--- config.mk ---
export PLATFORM = sky130hd
export DESIGN_NAME = cheri_dmem_responder
export DESIGN_NICKNAME = d
export VERILOG_FILES = /design/src/rtl/cheri_dmem_resp_pkg.sv /design/src/rtl/cheri_dmem_responder.sv
export SDC_FILE = /design/constraint.sdc
export NUM_CORES = 1
export LEC_CHECK = 0
export BUFFER_PORTS_ARGS = -buffer_cell sky130_fd_sc_hd__buf_2
export CORE_AREA = 3 3 76 78
export CTS_CLUSTER_SIZE = 10
export DETAILED_ROUTE_END_ITERATION = 12
export DIE_AREA = 0 0 79 81
export SLEW_MARGIN = 5
export SYNTH_ARGS = -nofsm -noshare
export SYNTH_HDL_FRONTEND = slang
export SYNTH_SLANG_ARGS = --single-unit
--- constraint.sdc ---
create_clock -name clk_i -period 2.8 [get_ports clk_i]
set_input_delay 0.56 -clock clk_i [delete_from_list [all_inputs] [get_ports clk_i]]
set_output_delay 0.56 -clock clk_i [all_outputs]
set_load 0.02 [all_outputs]
--- src/rtl/cheri_dmem_resp_pkg.sv ---
//------------------------------------------------------------------------------
// cheri_dmem_resp_pkg
// Shared types and constants for the CHERIoT data-memory responder.
// Revision: 1.0
//------------------------------------------------------------------------------
`default_nettype none

package cheri_dmem_resp_pkg;

    localparam int TagBit   = 32;
    localparam int RamWordW = 33;

    typedef enum logic [1:0] {
        ST_IDLE = 2'd0,
        ST_WAIT = 2'd1,
        ST_RESP = 2'd2
    } state_e;

    typedef enum logic [1:0] {
        ERR_NONE   = 2'd0,
        ERR_RANGE  = 2'd1,
        ERR_ALIGN  = 2'd2,
        ERR_CAP_BE = 2'd3
    } err_cause_e;

endpackage

`default_nettype wire

--- src/rtl/cheri_dmem_responder.sv ---
//------------------------------------------------------------------------------
// cheri_dmem_responder
// Memory-side req/gnt/rvalid responder with wait states, range/cap checks and
// a tagged single-port SRAM interface.
// Revision: 1.0
//------------------------------------------------------------------------------
`default_nettype none

module cheri_dmem_responder
    import cheri_dmem_resp_pkg::*;
#(
    parameter logic [31:0] MemBase    = 32'h2000_0000,
    parameter logic [31:0] MemSize    = 32'h0004_0000,
    parameter int unsigned AddrW      = 16,
    parameter int unsigned WaitStates = 0
) (
    input  logic                clk_i,
    input  logic                rstn_i,
    input  logic                data_req_i,
    output logic                data_gnt_o,
    output logic                data_rvalid_o,
    input  logic                data_we_i,
    input  logic                data_is_cap_i,
    input  logic [3:0]          data_be_i,
    input  logic [31:0]         data_addr_i,
    input  logic [32:0]         data_wdata_i,
    output logic [32:0]         data_rdata_o,
    output logic                data_err_o,
    output logic                ram_cs_o,
    output logic                ram_we_o,
    output logic [4:0]          ram_bwe_o,
    output logic [AddrW-1:0]    ram_addr_o,
    output logic [32:0]         ram_wdata_o,
    input  logic [32:0]         ram_rdata_i
);

    localparam logic [2:0] WaitInit = (WaitStates == 0) ? 3'd0 : 3'(WaitStates - 1);

    state_e      state_q, state_d;
    logic [2:0]  wcnt_q, wcnt_d;
    logic        rvalid_q, rvalid_d;
    logic        err_q, err_d;
    logic        load_q, load_d;
    logic        cap_q, cap_d;

    logic [31:0] offset;
    err_cause_e  err_cause;
    logic        gnt;
    logic        access;

    // Window decode uses wrapping subtraction so addresses below MemBase miss.
    always_comb begin
        offset = data_addr_i - MemBase;
        if (!(offset < MemSize)) begin
            err_cause = ERR_RANGE;
        end else if (data_is_cap_i && (data_addr_i[1:0] != 2'b00)) begin
            err_cause = ERR_ALIGN;
        end else if (data_is_cap_i && data_we_i && (data_be_i != 4'hF)) begin
            err_cause = ERR_CAP_BE;
        end else begin
            err_cause = ERR_NONE;
        end
    end

    always_comb begin
        state_d = state_q;
        wcnt_d  = wcnt_q;
        gnt     = 1'b0;
        unique case (state_q)
            ST_IDLE, ST_RESP: begin
                state_d = ST_IDLE;
                if (data_req_i) begin
                    if (WaitStates == 0) begin
                        gnt = 1'b1;
                    end else begin
                        state_d = ST_WAIT;
                        wcnt_d  = WaitInit;
                    end
                end
            end
            ST_WAIT: begin
                if (!data_req_i) begin
                    state_d = ST_IDLE;
                end else if (wcnt_q == 3'd0) begin
                    gnt = 1'b1;
                end else begin
                    wcnt_d = wcnt_q - 3'd1;
                end
            end
            default: state_d = ST_IDLE;
        endcase
        // Grant is forced low while reset is held so every output reads 0.
        gnt = gnt & rstn_i;
        if (gnt) begin
            state_d = ST_RESP;
        end
    end

    always_comb begin
        access      = gnt && (err_cause == ERR_NONE);
        ram_cs_o    = access;
        ram_we_o    = access & data_we_i;
        ram_addr_o  = '0;
        ram_bwe_o   = '0;
        ram_wdata_o = '0;
        if (access) begin
            ram_addr_o = offset[AddrW+1:2];
        end
        if (access && data_we_i) begin
            // Any non-cap byte write clears the tag; an empty mask leaves it alone.
            ram_bwe_o   = {data_is_cap_i | (data_be_i != 4'h0), data_be_i};
            ram_wdata_o = {data_is_cap_i & data_wdata_i[TagBit], data_wdata_i[TagBit-1:0]};
        end
    end

    always_comb begin
        rvalid_d = gnt;
        err_d    = gnt && (err_cause != ERR_NONE);
        load_d   = access && !data_we_i;
        cap_d    = gnt && data_is_cap_i;
    end

    always_ff @(posedge clk_i or negedge rstn_i) begin
        if (!rstn_i) begin
            state_q  <= ST_IDLE;
            wcnt_q   <= 3'd0;
            rvalid_q <= 1'b0;
            err_q    <= 1'b0;
            load_q   <= 1'b0;
            cap_q    <= 1'b0;
        end else begin
            state_q  <= state_d;
            wcnt_q   <= wcnt_d;
            rvalid_q <= rvalid_d;
            err_q    <= err_d;
            load_q   <= load_d;
            cap_q    <= cap_d;
        end
    end

    assign data_gnt_o    = gnt;
    assign data_rvalid_o = rvalid_q;
    assign data_err_o    = err_q;
    assign data_rdata_o  = load_q ? {cap_q & ram_rdata_i[TagBit], ram_rdata_i[TagBit-1:0]}
                                  : '0;

endmodule

`default_nettype wire

==> qor.yml <==
detailed_routing:
  viasPerCell: 4.03
  num_vias: 1602
  first_iter_violations: 32
  dr.pass1.iters: 4
  wl_per_cell_um: 12.5
  drc_errors: 0
  routed_wl_um: 4970
  ant_nets: 0
floorplan:
  die_area_um2: 6400
  io_pins: 199
  start_util_pct: 16.9
  fp.dieH_um: 81
  core_area_um2: 5140
  row_count: 26
  die_w_um: 79
synthesis:
  ys.warnings.count: 0
  async_reset_ff_share_pct: 100
  syn_area_um2: 867
  yosys.area.top_type: "and2_1"
  synthDominantCellAreaShare_pct: 50.5
  ys_ff_latch: 4
  synth_edf_count: 0
  yosysSeqAreaShare_pct: 11.5
  avgSynthCellArea_um2: 7.17
  synth_commonest_cells: "70 x and2_1, 19 x and3_1, 7 x clkbuf_1"
  synth_most_common_cell: "and2_1"
  synth_flop_cell: "dfrtp_1"
  synth_cells: 121
  synthTopCellsByArea: "and2_1 51%, and3_1 14%, dfrtp_1 12%, a2111oi_4 3.2%, clkbuf_1 3.0%"
  syn_nets: 229
  synth_cell_types: 24
power:
  ir_drop_uv: 133
  power_leakage_nw: 1.50
  p_per_area_nw_per_um2: 117
  totalPowerFinal_mw: 0.273
critical_path:
  cp_slowest_cell: "buf_6"
  worstSetupStartpointType: "primary input"
  worst_setup_path_end_kind: "output pin"
  crit_end: "ram_wdata_o[18]"
  cpMostUsedCell: "buf_4"
  crit_start: "data_addr_i[30]"
  crit_chain: "buf_2, inv_1, ha_2, xnor2_2, nand4b_1, buf_4, a2111oi_4, buf_6, clkbuf_16, and2_1, buf_4"
  worstPathRequired_ns: 2.24
  crit_path_max_fanout: 7
  worstPathArrival_ns: 2.18
  crit_type: "primary input to output pin"
  cp_slowest_stage_delay_ns: 0.21
min_path:
  hold_path.class: "primary input to async pin"
clocking:
  h-tree-depth: 1
  numCtsBuffers: 3
  root_buffer: "clkbuf_8"
  clock_sinks: 4
  cts.path.max_buffers: 2
  clk_pin_slew_ns: 0.03
  hold_buffers: 0
  cts_tree: "built"
timing:
  finalMaxSlewViolations: 0
  relSlewSlack_pct: 57.3
  fmax_mhz: 365
  period_share_pct: 97.9
  worstMarginPinSlew_ns: 0.640
  final_hold_viol_count: 0
  setup_viol: 0
  hold-worst-slack_ns: 0.153
  fin_setup_tns_ns: 0
  min_period_ns: 2.74
placement:
  numPortBuffers: 198
  dp.cells: 384
  place_area_um2: 1960
  hpwl_um: 3840
  place_congestion: 0.653
grt:
  grt_max_degree: 40
  gr-total-overflow: 0
  grt_antenna_before_repair: 0
  grt_pass1_vias: 1333
  grt_pass1_wl_um: 5800
  track_usage_pct: 11.0
final_layout:
  insertedDiodeCount: 0
  drive_gt1_share_pct: 70.1
  fin_nets: 438
  syn_to_final_growth_pct: 169
  stdcell_area_um2: 2330
  fin_cells: 398
job:
  max-cap-violations: 0
outcome:
  status: "completed"
[critical path: cells and delay by family]
family / cells / cell delay, ns
xor+xnor: 1 / 0.10
fa+ha+maj: 1 / 0.18
compound gates: 1 / 0.20
buf+inv: 6 / 0.84
simple gates: 2 / 0.29
[flip-flops by register name, summed over array words and instances, names as in the netlist]
name           cells
cap_q              1
data_err_o         1
load_q             1
data_rvalid_o      1
[report_power, final]
part	internal [mW]	leakage [nW]	total [mW]	switching [mW]
Combinational	0.0606	1.42	0.0944	0.0338
Clock	0.0913	0.0216	0.117	0.0262
Sequential	0.0603	0.0532	0.0607	0.000434
[stage by stage]
| step | setup WS, ns | util, % |
|---|---|---|
| 6_report | 0.0586 | 45.4 |
| 5_1_grt | -0.0201 | 45.4 |
| 4_1_cts | 0.0586 | 38.9 |
| 3_5_place_dp | 0.0565 | 38.1 |
| 3_3_place_gp | 0.0935 | 38.1 |
| 2_1_floorplan | 0.234 | - |
[cells in the final DEF, fill, tap and decap left out, types with 2 or more instances in the layout]
| master | instances |
|---|---|
| clkbuf_8 | 3 |
| and2_1 | 63 |
| buf_6 | 15 |
| and3_1 | 19 |
| buf_4 | 31 |
| buf_12 | 2 |
| dfrtp_1 | 4 |
| and2_4 | 7 |
| clkbuf_16 | 4 |
| buf_2 | 162 |
[layout make-up]
type,instances,area (um^2)
fill,538,2810
timing repair buffer,214,1350
multi-input combinational,105,743
sequential,4,100
tap,70,87.6
clock buffer,3,41.3
inverter,2,7.51
[worst min-delay path by stage]
stage | end | slack (ns) | cells past startpoint
5_1_grt | cap_q | 0.16 | 1
2_1_floorplan | cap_q | 0.26 | 0
3_5_place_dp | data_err_o | 0.38 | 1
6_report | cap_q | 0.15 | 1
3_3_place_gp | data_rvalid_o | 0.38 | 1
4_1_cts | cap_q | 0.15 | 1
[routing by layer]
layer	GRT usage (%)	vias up	part of all wire (%)
met5	0	-	0
met4	2.06	0	0
met3	2.66	0	11
met2	23.5	103	55
met1	10.5	691	34
li1	-	808	-
[cells by family (layout without fill, tap and decap cells)]
kind of cell,Yosys count,in the layout,synth area share [%]
buffers and inverters,12,219,6.64
AO/OA/AOI/OAI,4,4,7.36
flip-flops,4,4,11.5
AND/OR/NAND/NOR,99,99,72.0
XOR/XNOR,1,1,1.01
adder cells (fa/ha/maj),1,1,1.44
[timing repair]
action                     4_1_cts  5_1_grt
gates resized for setup          0       58
buffers inserted                 0        3
setup endpoints to repair        0       55
Power figures use the tool's default switching activity.
